===== config.mk =====
export PLATFORM = sky130hd
export DESIGN_NAME = uart_rx
export DESIGN_NICKNAME = d
export VERILOG_FILES = /design/src/rtl/uart_pkg.sv /design/src/rtl/uart_rx_sync.sv /design/src/rtl/uart_rx.sv
export SDC_FILE = /design/constraint.sdc
export NUM_CORES = 1
export LEC_CHECK = 0
export ABC_AREA = 1
export BUFFER_PORTS_ARGS = -buffer_cell sky130_fd_sc_hd__buf_2
export CAP_MARGIN = 10
export CELL_PAD_IN_SITES_DETAIL_PLACEMENT = 1
export CELL_PAD_IN_SITES_GLOBAL_PLACEMENT = 2
export CORE_MARGIN = 1.5
export CORE_UTILIZATION = 35
export CTS_BUF_LIST = sky130_fd_sc_hd__clkbuf_16
export CTS_CLUSTER_DIAMETER = 150
export CTS_CLUSTER_SIZE = 25
export DETAILED_ROUTE_END_ITERATION = 6
export GPL_ROUTABILITY_DRIVEN = 0
export GPL_TIMING_DRIVEN = 0
export PLACE_DENSITY = 0.84
export SETUP_SLACK_MARGIN = 0.02
export SYNTH_ARGS = -nofsm -noshare
export SYNTH_HDL_FRONTEND = slang
export SYNTH_SLANG_ARGS = --single-unit

===== constraint.sdc =====
create_clock -name clk -period 2.1 [get_ports clk]
set_input_delay 0.315 -clock clk [delete_from_list [all_inputs] [get_ports clk]]
set_output_delay 0.315 -clock clk [all_outputs]
set_load 0.01 [all_outputs]

===== src/rtl/uart_pkg.sv =====
`default_nettype none
// ============================================================================
//  Module      : uart_pkg
//  Description : Definitions shared by the UART receive and transmit sides:
//                the receiver FSM state type, the data width and the default
//                oversampling ratio.
//  Revision    : 1.0 - initial release
// ============================================================================
package uart_pkg;

  localparam int DATA_BITS            = 8;
  localparam int DEFAULT_CLKS_PER_BIT = 16;

  typedef enum logic [1:0] {
    IDLE  = 2'd0,
    START = 2'd1,
    DATA  = 2'd2,
    STOP  = 2'd3
  } rx_state_e;

endpackage : uart_pkg
`default_nettype wire


===== src/rtl/uart_rx_sync.sv =====
`default_nettype none
// ============================================================================
//  Module      : uart_rx_sync
//  Description : Two-flop synchronizer for the asynchronous serial input,
//                plus a falling-edge detector on the synchronized line.
//  Ports       : clk   - rising-edge clock
//                rst_n - synchronous active-low reset
//                rx    - asynchronous serial input, idle high
//                line  - synchronized serial line (resets to 1)
//                fall  - high in the cycle line is 0 and its previous
//                        sample was 1 (0 out of reset)
//  Revision    : 1.0 - initial release
// ============================================================================
module uart_rx_sync (
  input  logic clk,
  input  logic rst_n,
  input  logic rx,
  output logic line,
  output logic fall
);

  logic meta_q, meta_d;
  logic line_q, line_d;
  logic prev_q, prev_d;

  always_comb begin
    meta_d = rx;
    line_d = meta_q;
    prev_d = line_q;
  end

  // All three flops reset to the idle level so no edge is seen out of reset.
  always_ff @(posedge clk) begin
    if (!rst_n) begin
      meta_q <= 1'b1;
      line_q <= 1'b1;
      prev_q <= 1'b1;
    end else begin
      meta_q <= meta_d;
      line_q <= line_d;
      prev_q <= prev_d;
    end
  end

  assign line = line_q;
  assign fall = prev_q & ~line_q;

endmodule : uart_rx_sync
`default_nettype wire


===== src/rtl/uart_rx.sv =====
`default_nettype none
// ============================================================================
//  Module      : uart_rx
//  Description : UART receiver, 8N1, data bits MSB first. Samples each bit at
//                its centre using a cycle counter started on the falling
//                edge of the start bit.
//  Ports       : clk       - rising-edge clock
//                rst_n     - synchronous active-low reset
//                rx        - asynchronous serial input, idle high
//                rx_data   - last correctly framed byte
//                rx_valid  - one-cycle pulse when rx_data is updated
//                frame_err - one-cycle pulse when the stop bit is 0
//                busy      - high whenever the FSM is not IDLE
//  Revision    : 1.0 - initial release
// ============================================================================
module uart_rx
  import uart_pkg::*;
#(
  parameter int CLKS_PER_BIT = DEFAULT_CLKS_PER_BIT
) (
  input  logic                 clk,
  input  logic                 rst_n,
  input  logic                 rx,
  output logic [DATA_BITS-1:0] rx_data,
  output logic                 rx_valid,
  output logic                 frame_err,
  output logic                 busy
);

  localparam int               CNT_W     = $clog2(CLKS_PER_BIT);
  localparam logic [CNT_W-1:0] HALF_LAST = CNT_W'(CLKS_PER_BIT / 2 - 1);
  localparam logic [CNT_W-1:0] BIT_LAST  = CNT_W'(CLKS_PER_BIT - 1);

  logic line;
  logic fall;

  rx_state_e            state_q, state_d;
  logic [CNT_W-1:0]     cnt_q, cnt_d;
  logic [2:0]           bit_q, bit_d;
  logic [DATA_BITS-1:0] shift_q, shift_d;
  logic [DATA_BITS-1:0] data_q, data_d;
  logic                 valid_q, valid_d;
  logic                 err_q, err_d;

  uart_rx_sync u_sync (
    .clk   (clk),
    .rst_n (rst_n),
    .rx    (rx),
    .line  (line),
    .fall  (fall)
  );

  // State and datapath registers.
  always_ff @(posedge clk) begin
    if (!rst_n) begin
      state_q <= IDLE;
      cnt_q   <= '0;
      bit_q   <= '0;
      shift_q <= '0;
      data_q  <= '0;
      valid_q <= 1'b0;
      err_q   <= 1'b0;
    end else begin
      state_q <= state_d;
      cnt_q   <= cnt_d;
      bit_q   <= bit_d;
      shift_q <= shift_d;
      data_q  <= data_d;
      valid_q <= valid_d;
      err_q   <= err_d;
    end
  end

  // Next-state and datapath update. The counter runs HALF_LAST+1 cycles in
  // START to reach the centre of the start bit, then BIT_LAST+1 cycles per
  // bit so every later sample also lands on a bit centre.
  always_comb begin
    state_d = state_q;
    cnt_d   = cnt_q;
    bit_d   = bit_q;
    shift_d = shift_q;
    data_d  = data_q;
    valid_d = 1'b0;
    err_d   = 1'b0;
    case (state_q)
      IDLE: begin
        if (fall) begin
          state_d = START;
          cnt_d   = '0;
        end
      end
      START: begin
        if (cnt_q == HALF_LAST) begin
          cnt_d   = '0;
          bit_d   = '0;
          // A high sample means the edge was a glitch, not a start bit.
          state_d = line ? IDLE : DATA;
        end else begin
          cnt_d = cnt_q + 1'b1;
        end
      end
      DATA: begin
        if (cnt_q == BIT_LAST) begin
          cnt_d   = '0;
          // Shift left so the first (MSB) bit ends up in bit 7.
          shift_d = {shift_q[DATA_BITS-2:0], line};
          bit_d   = bit_q + 3'd1;
          if (bit_q == 3'd7) begin
            state_d = STOP;
          end
        end else begin
          cnt_d = cnt_q + 1'b1;
        end
      end
      STOP: begin
        if (cnt_q == BIT_LAST) begin
          cnt_d   = '0;
          state_d = IDLE;
          if (line) begin
            data_d  = shift_q;
            valid_d = 1'b1;
          end else begin
            err_d = 1'b1;
          end
        end else begin
          cnt_d = cnt_q + 1'b1;
        end
      end
      default: begin
        state_d = IDLE;
        cnt_d   = '0;
      end
    endcase
  end

  // Outputs.
  always_comb begin
    busy      = (state_q != IDLE);
    rx_data   = data_q;
    rx_valid  = valid_q;
    frame_err = err_q;
  end

endmodule : uart_rx
`default_nettype wire


==> results.json, run 1 <==
{
  "ys_seq_area_share_pct": 49.0,
  "p_leak_nw": 0.651,
  "grt_max_degree": 11,
  "die_height_um": 62.2,
  "drive_gt1_share_pct": 22.9,
  "die_area_um2": 3870,
  "hold_path_class": "primary input to register",
  "io_pins": 14,
  "period_needed_ps": 1470,
  "crit_path_end_kind": "register",
  "dp_hpwl_mm": 1.92,
  "crit_path_start_kind": "register",
  "worstRegToRegCells": 8,
  "final_common_cell": "dfxtp_1",
  "clock_path_buffers": 2,
  "cts_setup_buffers": 0,
  "p_total_w": 0.00140,
  "area_growth_pct": 21.1,
  "fin_crit_sh_pct": 70.2,
  "critPathMaxFanout": 5,
  "initial_core_util_pct": 36.7,
  "track_usage_pct": 16.4,
  "instances_no_fill": 221,
  "cts_tree": "yes",
  "netlist_area_um2": 1230,
  "synth_cells": 155,
  "p_per_area_nw_per_um2": 940,
  "core-area_um2": 3340,
  "dp.cells": 213,
  "layout_common_cells": "30 x dfxtp_1, 20 x nor2_1, 19 x nand2_1, 17 x o21ai_0, 15 x a21oi_1",
  "finalNetCount": 180,
  "port-buffer-count": 12,
  "avgSynthCellArea_um2": 7.91,
  "htree_levels": 2,
  "cts.reportedPaths.clkPinSlew_ps": 50,
  "hold_viol": 0,
  "ant_nets": 0,
  "grt_first_pass_wirelength_mm": 4.80,
  "maxCapViolations": 0,
  "firstDrtPassIters": 4,
  "setup_viol": 0,
  "ys_top_cells_by_area": "dfxtp_1 49%, o21ai_0 6.9%, a21oi_1 6.1%",
  "critPathLaunch": "cnt_q[0]$_SDFFE_PN0P_",
  "slew_violations": 0,
  "outcome": "finished clean",
  "yosysTopAreaCellShare_pct": 49.0,
  "synth_top_area_cell": "dfxtp_1",
  "setup_tns_ps": 0,
  "required_ps": 2260,
  "cp.arrival_ps": 1630,
  "num_antenna_cells": 0,
  "slew_headroom_pct": 76.0,
  "syn-num-nets": 161,
  "min_path_cells": 2,
  "root_buffer": "clkbuf_16",
  "numCtsBuffers": 5,
  "synth_warnings": 0,
  "reg2reg_from": "cnt_q[0]$_SDFFE_PN0P_",
  "route.detailed.drc": 0,
  "wirelength_mm": 2.69,
  "ys_types": 24,
  "routed_via_density": 4.75,
  "pre_cts_slack_ps": 642,
  "die-width_um": 62.2,
  "clock_latency_ps": 280,
  "fmax_mhz": 679,
  "layout_setup_ws_ps": 626,
  "fillCellCount": 433,
  "placementRows": 21,
  "crit_type": "register to register",
  "grt_pass1_vias": 1082,
  "wire_per_inst_um": 12.2,
  "rsz0062_at_grt": "no",
  "cts_hold_buf": 0,
  "cts_resized": 0,
  "timing.reg2reg.setup_slack_ps": 630,
  "worst_pin_slew_ps": 360,
  "antenna_found_initial": 0,
  "vias": 1049,
  "peakVddDrop_v": 0.000463,
  "cts.sinks": 30,
  "drt_iter0_markers": 45,
  "yosys_register_bits": 30,
  "grt-ovfl-total": 0,
  "whs_ps": 223,
  "final.setup_skew_ps": 3.72
}
==> worst min-delay path by stage <==
stage,startpoint,to,slack (ps)
3_5_place_dp,u_sync.line_d$_SDFF_PN1_,u_sync.line$_SDFF_PN1_,410
5_1_grt,rx,u_sync.line_d$_SDFF_PN1_,230
6_report,rx,u_sync.line_d$_SDFF_PN1_,220
4_1_cts,rx,u_sync.line_d$_SDFF_PN1_,220
3_3_place_gp,u_sync.line_d$_SDFF_PN1_,u_sync.line$_SDFF_PN1_,400
2_1_floorplan,u_sync.line_d$_SDFF_PN1_,u_sync.line$_SDFF_PN1_,390
==> logic make-up (layout without fill, tap and decap cells) <==
group	Yosys count	in the layout	share of synthesized area [%]
AOI/OAI and AO/OA	38	38	16.2
adders and majority gates	3	3	3.06
buffers and inverters	25	45	8.67
DFF	30	30	49.0
and+or+nand+nor	59	59	23.1
==> final cells by class <==
class                           instances  area, um^2  area share (%)
Sequential cell                        30         601            40.4
Multi-Input combinational cell        100         519            35.0
Clock buffer                            5         125            8.42
Inverter                               21        78.8            5.31
Timing Repair Buffer                   12        60.1            4.04
Tap cell                               46        57.6            3.88
Buffer                                  4        27.5            1.85
Clock inverter                          3        16.3            1.10
==> sequential cells by signal, summed over array words and instances, names as in the netlist, named ones only <==
| name | cells |
|---|---|
| cnt_q | 4 |
| u_sync.line | 1 |
| rx_data | 8 |
| u_sync.prev_q | 1 |
| u_sync.line_d | 1 |
| frame_err | 1 |
| rx_valid | 1 |
| bit_q | 3 |
| shift_q | 8 |
| state_q | 1 |
==> per-stage QoR <==
step / util, % / area (um^2)
after CTS: 44.5 / 1490
after detailed placement: 40.3 / 1340
final: 44.5 / 1490
after floorplan: - / 1230
after global routing: 44.5 / 1490
after global placement: 40.3 / 1340
==> layer usage <==
| layer | GRT usage [%] | routed length, um |
|---|---|---|
| met2 | 25.4 | 1240 |
| met5 | 0 | 0 |
| met1 | 18.9 | 1250 |
| met4 | 9.72 | 79 |
| met3 | 7.07 | 122 |
==> where the power goes <==
group          total (W)  switching [W]  internal [W]
Sequential      0.000603      0.0000181      0.000585
Clock           0.000685       0.000253      0.000431
Combinational   0.000109      0.0000732     0.0000355
==> cell usage after synthesis, drive strengths merged <==
cell	number
dfxtp	30
buf	3
nor2	24
inv	20
clkbuf	1
or2	2
clkinv	1
ha	3
nor3	2
nand3	9
o21ai	21
a21oi	16
nand4	1
nand2	21
a31oi	1
==> worst max-delay path, stage by stage (launching register included) <==
cell     delay, ps
dfxtp_1        400
ha_1           280
nand3_1        140
nand2_2        120
nand2_2         70
nor2_2         120
nand3_1         90
nand2_1         80
a21oi_2         50
Note: power is estimated with default switching activity, not from simulation.
==> inputs of run 2 (changes only) <==
CORE_UTILIZATION = 33   (was 35)
PLACE_DENSITY = 0.8   (was 0.84)
clock period = 1.41 ns   (was 2.1 ns; I/O delays follow)
==> results.json, run 2 (synthesis results as in run 1) <==
{
  "required_ps": 1200,
  "final_common_cell": "dfxtp_1",
  "setup_viol": 0,
  "critPathMaxFanout": 7,
  "slew_headroom_pct": 75.4,
  "cts.sinks": 30,
  "drt_iter0_markers": 29,
  "cp_top_family": "flip-flops",
  "routed_via_density": 4.80,
  "layout_setup_ws_ps": 111,
  "cts_hold_buf": 0,
  "numCtsBuffers": 5,
  "pre_cts_slack_ps": -82.1,
  "port-buffer-count": 12,
  "wirelength_mm": 2.71,
  "vias": 1071,
  "num_antenna_cells": 0,
  "whs_ps": 120,
  "hold_viol": 0,
  "clock_path_buffers": 2,
  "ant_nets": 0,
  "grt_pass1_vias": 1059,
  "cts.reportedPaths.clkPinSlew_ps": 50,
  "track_usage_pct": 15.0,
  "clock_latency_ps": 270,
  "p_per_area_nw_per_um2": 1360,
  "area_growth_pct": 24.8,
  "route.detailed.drc": 0,
  "peakVddDrop_v": 0.000702,
  "wire_per_inst_um": 12.1,
  "htree_levels": 2,
  "firstDrtPassIters": 4,
  "layout_common_cells": "27 x dfxtp_1, 20 x nor2_1, 19 x nand2_1, 16 x o21ai_0, 15 x a21oi_1",
  "grt_first_pass_wirelength_mm": 4.57,
  "drive_gt1_share_pct": 26.0,
  "period_needed_ps": 1300,
  "p_leak_nw": 0.665,
  "fillCellCount": 445,
  "cts_tree": "yes",
  "worst_pin_slew_ps": 369,
  "dp.cells": 213,
  "antenna_found_initial": 0,
  "die_height_um": 64.0,
  "root_buffer": "clkbuf_16",
  "die-width_um": 64.0,
  "initial_core_util_pct": 35.6,
  "maxCapViolations": 0,
  "worstPathCellList": "nor2_1 > inv_1 > buf_2",
  "cp_slowest_stage_delay_ps": 370,
  "grt_max_degree": 11,
  "cp.arrival_ps": 1090,
  "core-area_um2": 3440,
  "crit_path_start_kind": "register",
  "final_core_util_pct": 44.5,
  "instances_no_fill": 223,
  "p_total_w": 0.00209,
  "die_area_um2": 4090,
  "grt-ovfl-total": 0,
  "crit_path_end_kind": "output pin",
  "dp_hpwl_mm": 1.98,
  "fmax_mhz": 770,
  "io_pins": 14,
  "fin_crit_sh_pct": 92.1,
  "slew_violations": 0,
  "path_buf_inv": 2,
  "cpMaxStageDelayCell": "dfxtp_1",
  "rsz0062_at_grt": "yes",
  "placementRows": 21,
  "outcome": "finished clean",
  "final.setup_skew_ps": 4.55,
  "seq_area_um2": 609,
  "hold_path_class": "primary input to register",
  "crit_type": "register to output pin",
  "finalNetCount": 182,
  "multi_input_area_um2": 537
}
## run 2: cell types whose count changed in the layout (fill, tap and decap cells not counted)
cell	previous run	this run
buf_4	1	2
buf_6	1	2
dfxtp_1	30	27
dfxtp_2	0	1
dfxtp_4	0	2
ha_1	3	2
ha_4	0	1
nor2_2	4	3
nor2_4	0	1
o21ai_0	17	16
o21ai_1	3	4
## run 2: report_power, final
group / internal, W / switching, W
sequential: 0.000874 / 0.0000285
clock: 0.000642 / 0.000361
combinational: 0.0000666 / 0.000117
total: 0.00158 / 0.000507
## run 2: path summary, 6_finish.rpt
check / cells past startpoint / slack [ps] / endpoint / startpoint
worst min-delay path: 2 / 120 / u_sync.line_d$_SDFF_PN1_ / rx
worst max register to register: 8 / 120 / register / cnt_q[1]$_SDFFE_PN0P_
worst max-delay path: 3 / 110 / busy / register
worst min register to register: 1 / 420 / u_sync.line$_SDFF_PN1_ / u_sync.line_d$_SDFF_PN1_
## run 2: area by class of cell
| type | count | share of cell area (%) |
|---|---|---|
| Sequential cell | 30 | 39.8 |
| Inverter | 21 | 5.15 |
| Tap cell | 46 | 3.76 |
| Clock buffer | 5 | 8.18 |
| Clock inverter | 3 | 1.06 |
| Multi-Input combinational cell | 100 | 35.1 |
| Timing Repair Buffer | 14 | 4.91 |
| Buffer | 4 | 2.04 |
## run 2: worst register-to-register path, cell delays in order, from the launching register on
cell and delay [ps]:
dfxtp_4 370, ha_4 160, nand3_1 100, nand2_2 120, nand2_2 80, nor2_4 130, nand3_1 80, nand2_1 80
a21oi_2 50
## run 2: per-layer routing
metal  share of wire, %  vias up  global-route usage (%)
li1                   -      544                       -
met1                 45      506                    16.4
met2                 49       15                    25.1
met3                4.0        6                    5.81
met4                2.0        0                    7.34
met5                  0        -                       0
## run 2: what timing repair did
item                                    4_1_cts  5_1_grt
buffers inserted                              0        2
pin swaps                                     0        3
endpoints found under the setup margin       20       11
endpoints found under the hold margin         0        0
gates resized for setup                       4        6
## run 2: through the flow
stage / cell area, um^2 / setup TNS, ps
4_1_cts: 1500 / 0
5_1_grt: 1530 / 0
2_1_floorplan: 1230 / 0
3_3_place_gp: 1340 / -233
3_5_place_dp: 1340 / -599
6_report: 1530 / 0
